## config.mk

```make
export PLATFORM = sky130hd
export DESIGN_NAME = gauss_filter_imgrd
export DESIGN_NICKNAME = d
export VERILOG_FILES = /design/src/rtl/gauss_filter_imgrd.sv
export SDC_FILE = /design/constraint.sdc
export NUM_CORES = 1
export LEC_CHECK = 0
export BUFFER_PORTS_ARGS = -buffer_cell sky130_fd_sc_hd__buf_2
export CAP_MARGIN = 20
export CELL_PAD_IN_SITES_DETAIL_PLACEMENT = 1
export CELL_PAD_IN_SITES_GLOBAL_PLACEMENT = 2
export CORE_MARGIN = 5
export CORE_UTILIZATION = 35
export CTS_CLUSTER_SIZE = 12
export DETAILED_ROUTE_END_ITERATION = 10
export PLACE_DENSITY_LB_ADDON = 0.1
export SYNTH_ARGS = -nofsm -noshare
export SYNTH_HDL_FRONTEND = slang
export SYNTH_SLANG_ARGS = --single-unit
```

## constraint.sdc

```tcl
create_clock -name clk -period 3 [get_ports clk]
set_input_delay 0.45 -clock clk [delete_from_list [all_inputs] [get_ports clk]]
set_output_delay 0.45 -clock clk [all_outputs]
set_load 0.01 [all_outputs]
```

## src/rtl/gauss_filter_imgrd.sv

```systemverilog
// Read-address generator for a separable 5-tap Gaussian: a row pass over the source image,
// then a transposed column pass over the intermediate, with edge pixels replicated by clamping.
module gauss_filter_imgrd #(
    parameter int IMG_W = 256,
    parameter int PAD   = 2
) (
    input  logic       clk,
    input  logic       rst_n,
    input  logic       start,
    input  logic       hold_i,
    output logic       busy_o,
    output logic       finish,
    output logic       rd_en_o,
    output logic       rd_sel_o,
    output logic [7:0] rd_px_o,
    output logic [7:0] rd_py_o,
    input  logic [7:0] rd_dt_i,
    output logic [7:0] dt_o,
    output logic       dv_o
);

    localparam logic signed [9:0] INNER_FIRST = 10'(-PAD);
    localparam logic signed [9:0] INNER_LAST  = 10'(IMG_W - 1 + PAD);
    localparam logic signed [9:0] OUTER_LAST  = 10'(IMG_W - 1);

    typedef enum logic [1:0] {IDLE, SCAN, DRAIN} state_t;

    state_t             r_state;
    state_t             w_state_nxt;
    logic               r_step;
    logic signed [9:0]  r_outer;
    logic signed [9:0]  r_inner;
    logic [1:0]         r_drain_cnt;
    logic               r_en_p1;

    logic               w_issue;
    logic               w_last;
    logic               w_step_nxt;
    logic signed [9:0]  w_outer_nxt;
    logic signed [9:0]  w_inner_nxt;
    logic [7:0]         w_clamped;

    function automatic logic [7:0] clamp_coord(input logic signed [9:0] v);
        if (v < 10'sd0)
            return 8'd0;
        else if (v > OUTER_LAST)
            return 8'(IMG_W - 1);
        else
            return v[7:0];
    endfunction

    assign w_clamped = clamp_coord(r_inner);
    assign w_last    = r_step && (r_outer == OUTER_LAST) && (r_inner == INNER_LAST);
    assign busy_o    = (r_state != IDLE);
    // Completion coincides with the last pixel leaving the two-cycle data pipe.
    assign finish    = (r_state == DRAIN) && (r_drain_cnt == 2'd2);

    always_comb begin
        w_step_nxt  = r_step;
        w_outer_nxt = r_outer;
        w_inner_nxt = r_inner + 10'sd1;
        if (r_inner == INNER_LAST) begin
            w_inner_nxt = INNER_FIRST;
            if (r_outer == OUTER_LAST) begin
                w_outer_nxt = 10'sd0;
                w_step_nxt  = ~r_step;
            end else begin
                w_outer_nxt = r_outer + 10'sd1;
            end
        end
    end

    always_comb begin
        w_state_nxt = r_state;
        w_issue     = 1'b0;
        case (r_state)
            IDLE: begin
                if (start)
                    w_state_nxt = SCAN;
            end
            SCAN: begin
                if (start) begin
                    w_state_nxt = SCAN;
                end else if (!hold_i) begin
                    w_issue = 1'b1;
                    if (w_last)
                        w_state_nxt = DRAIN;
                end
            end
            DRAIN: begin
                if (start)
                    w_state_nxt = SCAN;
                else if (r_drain_cnt == 2'd2)
                    w_state_nxt = IDLE;
            end
            default: w_state_nxt = IDLE;
        endcase
    end

    always_ff @(posedge clk) begin
        if (!rst_n) begin
            r_state     <= IDLE;
            r_step      <= 1'b0;
            r_outer     <= 10'sd0;
            r_inner     <= INNER_FIRST;
            r_drain_cnt <= 2'd0;
            rd_en_o     <= 1'b0;
            rd_sel_o    <= 1'b0;
            rd_px_o     <= 8'd0;
            rd_py_o     <= 8'd0;
            r_en_p1     <= 1'b0;
            dv_o        <= 1'b0;
            dt_o        <= 8'd0;
        end else begin
            r_state     <= w_state_nxt;
            r_drain_cnt <= (r_state == DRAIN) ? r_drain_cnt + 2'd1 : 2'd0;
            // Data pipe stage p1: memory returns the pixel one cycle after the strobe.
            r_en_p1     <= rd_en_o;
            // Output stage: registered pixel to the filter.
            dv_o        <= r_en_p1;
            dt_o        <= rd_dt_i;
            if (start) begin
                // (Re)launch: issue the first read now and discard anything still in flight.
                rd_en_o     <= 1'b1;
                rd_sel_o    <= 1'b0;
                rd_px_o     <= 8'd0;
                rd_py_o     <= 8'd0;
                r_step      <= 1'b0;
                r_outer     <= 10'sd0;
                r_inner     <= INNER_FIRST + 10'sd1;
                r_drain_cnt <= 2'd0;
                r_en_p1     <= 1'b0;
                dv_o        <= 1'b0;
            end else if (w_issue) begin
                rd_en_o  <= 1'b1;
                rd_sel_o <= r_step;
                rd_px_o  <= r_step ? r_outer[7:0] : w_clamped;
                rd_py_o  <= r_step ? w_clamped : r_outer[7:0];
                r_step   <= w_step_nxt;
                r_outer  <= w_outer_nxt;
                r_inner  <= w_inner_nxt;
            end else begin
                rd_en_o <= 1'b0;
            end
        end
    end

endmodule

```

## Yosys cells after proc, flatten, opt, wreduce, memory -nomap -nowiden

Index checks and enable logic that the tools add are counted.

| cells by class | value |
|---|---|
| div/mod/pow operators | 0 |
| multipliers | 0 |
| bitwise operators | 3 |
| multiplexer cells | 20 |
| order comparisons | 2 |
| reductions and logical operators | 11 |
| equal/unequal tests | 9 |
| shifts and indexed selects | 0 |
| $add $sub $neg | 3 |

Operators with widths:

| operator | number |
|---|---|
| $mux W8 | 4 |
| $add A10 B2 Y10 const B | 2 |
| $mux W10 | 2 |
| $mux W2 | 6 |
| $eq A10 B10 Y1 const B | 1 |
| $eq A10 B9 Y1 const B | 1 |
| $gt A10 B9 Y1 const B | 1 |
| $lt A10 B1 Y1 const B | 1 |
| $mux W1 | 7 |
| $ne A3 B3 Y1 const B | 2 |
| $pmux W2 S3 | 1 |
| $eq A2 B2 Y1 const B | 2 |
| $reduce_and A4 Y1 | 1 |
| $reduce_bool A2 Y1 | 2 |
| $logic_and A1 B1 Y1 | 3 |
| $ne A3 B2 Y1 const B | 1 |
| $not A1 Y1 | 3 |
| $reduce_and A3 Y1 | 1 |
| $reduce_or A3 Y1 | 1 |
| $add A2 B1 Y2 const B | 1 |
| $eq A2 B1 Y1 const B | 1 |
| $logic_not A2 Y1 | 1 |
| $ne A2 B2 Y1 const B | 1 |
| $reduce_and A2 Y1 | 1 |
| $reduce_or A2 Y1 | 1 |

| storage, ports and cells | value |
|---|---|
| RAM bits | 0 |
| memories | 0 |
| logic and storage cells | 61 |
| register bits | 53 |
| output and inout bits | 29 |
| input bits | 12 |
| latch bits | 0 |
| memory bits (read-only) | 0 |

## Logic depth before layout (Yosys ltp)

| logic depth | value |
|---|---|
| depth in word-level cells | 7 |
| depth in mapped cells | 7 |
| depth with buffers taken out | 6 |

## Worst setup path after synthesis

Ideal clock, no wire load.

| path | value |
|---|---|
| kind | input to register |
| start | input port start |
| end | register r_outer[0] |
| stages | 5 |
| path buffers | 1 |
| slack | 1.106 ns |
| arrival | 1.775 ns |
| cells stage by stage | or4b_1 > clkbuf_1 > nor4_4 > a21o_1 > nor2_1 |

| on the way | value |
|---|---|
| cells in the longest elaborated chain, start to end | 3 |
| elaborated cells on any way between the ends | 4 |
| classes of those cells | 2 x mux; 2 x reduce/logical |

Ends and longest elaborated chain:

| what | line | RTL |
|---|---|---|
| start: declaration | 9 | `input logic start,` |
| $mux W1 | 82 | `if (start) begin` |
| $mux W1 | 76 | `case (r_state)` |
| $reduce_and A2 Y1 (no line) | n/a |  |
| end signal: assignment | 140 | `r_outer <= w_outer_nxt;` |
| end: declaration | 31 | `logic signed [9:0] r_outer;` |

Several ways; a longest one is shown, not always the timed one.
A chain may end at the register's enable or synchronous reset.

## Worst setup path in the final report

| path | value |
|---|---|
| start | register r_inner[9] |
| end | register r_inner[1] |

| on the way | value |
|---|---|
| cells in the longest elaborated chain, start to end | 2 |

Ends and longest elaborated chain:

| what | line | RTL |
|---|---|---|
| start: declaration | 32 | `logic signed [9:0] r_inner;` |
| start signal: assignment | 130 | `r_inner <= INNER_FIRST + 10'sd1;` |
| start signal: assignment | 141 | `r_inner <= w_inner_nxt;` |
| $eq A10 B10 Y1 | 62 | `if (r_inner == INNER_LAST) begin` |
| $mux W10 | 62 |  |

Every way passes these cells.

==> flow_summary.ini <==
[clocking]
cts_tree = yes
htreeDepth = 2
root_buffer = clkbuf_8
cts_buffers = 5
clockBufferDepth = 2
postCtsSetupRepairBufs = 0
cts.sinks = 53
holdBufCountCts = 0
clk_pin_slew_worst_paths_ns = 0.09
clk_latency_ns = 0.31
cts.repair.resized = 0

[flow_run]
cap_viol_max_count = 0

[sta]
slew_headroom_pct = 45.4
fin_setup_tns_ns = 0
fmaxAchievable_mhz = 480
rsz0062_at_grt = no
tightest_slew_ns = 0.818
finalHoldViolCount = 0
finalSetupViolCount = 0
slew_viol_final = 0
finClkSkew_ns = 0.00832
period_minus_slack_ns = 2.08
fin_crit_sh_pct = 69.4
hold_slack_ns = 0.344

[critical_path]
critPathMaxFanout = 19
worstSetupStartpointType = flip-flop
worstPathRequired_ns = 3.23
r2r_start = r_inner[9]
crit_path_end_kind = flip-flop
path_class = flip-flop to flip-flop
reg2regPathDepth = 4
startpoint = r_inner[9]
arrival_ns = 2.32
reg2reg_to = r_inner[1]
rrSetupSlack_ns = 0.92
crit_end = r_inner[1]

[layout]
area.growth.synth_to_final_pct = 16.2
diodes = 0
nNetsFinal = 319
postLayoutCellArea_um2 = 2740
finalCoreUtilization_pct = 42.3
drive_above_1_share_pct = 18.8

[route]
drc = 0
top_layer = met4
drt_iter0_drc = 65
vias = 1988
wl_met2_mm = 2.66
finalWirelength_mm = 5.86
dr.pass1.iters = 4
post_drt_wl_per_cell_um = 15.4
final_antenna_net_count = 0
m1WireLength_mm = 2.97
route.met3.wl_um = 185
vias_per_cell = 5.22

[synthesis]
yosysSeqAreaShare_pct = 45.1
syn_area_um2 = 2350
async_reset_ff_share_pct = 0
synth_top_cells_by_area = dfxtp_1 (45%), nor2_1 (5.7%), nand2_1 (4.1%), mux2i_1 (3.8%), and2_1 (3.2%)
synth_edf_count = 0
synthCells = 269
synth_top_area_cell = dfxtp_1
synth.distinct_cells = 40
synth_area_per_cell_um2 = 8.75
synth_seq_cells = 53
yosysWarnings = 0
syn_nets = 285
ys.flop_type = dfxtp_1
synth_top_area_share_pct = 45.1

[global_routing]
grt_use_total_pct = 14.6
grt_start_max_net_pins = 43
first_global_vias = 2061
overflow = 0
grt_first_pass_wirelength_mm = 10.2
antenna_found_initial = 0

[floorplan]
ios = 41
die_x_um = 92
rows = 29
die_area_um2 = 8460
coreArea_um2 = 6460
start_util_pct = 36.4
die_y_um = 92

[pwr]
p_total_mw = 1.31
p_leak_nw = 0.987
vdd_drop_max_v = 0.000217
p_per_area_nw_per_um2 = 479

[place]
place_area_um2 = 2620
io_buffers = 40
globalplace.congestion = 0.722
dp_hpwl_mm = 4.28

[outcome]
status = completed

[worst_hold_path]
hold_class = primary input to flip-flop
[cell families (layout without fill, tap and decap cells)]
kind of cell             Yosys count  in the layout  share of synthesized area [%]
adder cells (fa/ha/maj)            4              4                           2.13
flip-flops                        53             53                           45.1
AND/OR/NAND/NOR                  122            122                           27.9
multiplexers                       9              9                           3.83
buffers and inverters             23             58                           3.72
XOR/XNOR                           9              9                           3.35
AO/OA/AOI/OAI                     49             49                           14.0
[layer usage]
layer	global-route usage [%]	vias to the layer above
li1	-	1020
met1	19.8	935
met2	23.8	29
met3	3.44	4
met4	2.97	0
met5	0	-
[how the worst min path moves through the flow]
stage	from	end	slack (ns)	cells after the start
after CTS	rd_dt_i[6]	dt_o[6]	0.33	2
after detailed placement	r_drain_cnt[0]	r_drain_cnt[0]	0.42	1
after global placement	r_drain_cnt[0]	r_drain_cnt[0]	0.41	1
after floorplan	r_drain_cnt[0]	r_drain_cnt[0]	0.40	1
after global routing	rd_dt_i[0]	dt_o[0]	0.32	2
final	rd_dt_i[7]	dt_o[7]	0.34	2
[area by class of cell]
class | instances | area, um2
fillers | 800 | 3720
multi-input cells | 193 | 1200
flip-flops and latches | 53 | 1060
repair buffers | 44 | 230
well taps | 77 | 96.3
clock buffers | 6 | 82.6
clock inverters | 2 | 37.5
inverters | 6 | 22.5
[cell usage in the layout, fill, tap and decap left out, types with 3 or more instances in the layout]
cell type,count
a21oi_1,11
mux2i_1,9
inv_1,6
nor2_1,36
nand4_1,10
o31ai_1,5
nand3_1,5
nand2_1,26
or4_1,5
nor2b_1,3
o311ai_0,8
ha_1,4
buf_4,4
dfxtp_1,53
or2_2,3
nor3_1,5
and2_1,12
xor2_1,8
a211oi_1,9
clkbuf_8,6
o21ai_0,9
buf_2,40
[report_power, final]
part / switching [mW] / leakage (nW) / internal, mW / total (mW)
logic: 0.0442 / 0.498 / 0.0326 / 0.0769
clock network: 0.236 / 0.0574 / 0.271 / 0.507
registers: 0.00933 / 0.431 / 0.717 / 0.726
[state kept, by name, indices dropped and copies added, names as in the netlist, 2 cells and up]
register,count
r_outer,10
r_inner,10
rd_px_o,8
r_drain_cnt,2
rd_py_o,8
dt_o,8
r_state,2
[Yosys cell counts, types with 2 or more instances]
| cell type | instances |
|---|---|
| dfxtp_1 | 53 |
| nor2_1 | 36 |
| nand2_1 | 26 |
| clkbuf_1 | 15 |
| and2_1 | 12 |
| a21oi_1 | 11 |
| nand4_1 | 10 |
| a211oi_1 | 9 |
| mux2i_1 | 9 |
| o21ai_0 | 9 |
| o311ai_0 | 8 |
| xor2_1 | 8 |
| inv_1 | 6 |
| nand3_1 | 5 |
| nor3_1 | 5 |
| o31ai_1 | 5 |
| or4_1 | 5 |
| ha_1 | 4 |
| nor2b_1 | 3 |
| or2_2 | 3 |
| a21o_1 | 2 |
| and4_1 | 2 |
| nand2b_1 | 2 |
| nor3b_1 | 2 |
| nor4b_1 | 2 |
| or3_1 | 2 |
| or4b_1 | 2 |
[worst max-delay path, stage by stage (launching register included)]
cell and delay [ns]:
dfxtp_1 0.50, or4b_1 0.63, nor4_4 0.47, nor2_1 0.26, o211ai_1 0.15
[through the flow]
stage / instances / setup WS [ns]
final: 381 / 0.917
after floorplan: 269 / 1.11
after global routing: 381 / 0.691
after detailed placement: 373 / 0.768
after global placement: 373 / 0.798
after CTS: 381 / 0.863
No activity file was read; power rests on OpenSTA's default activity.
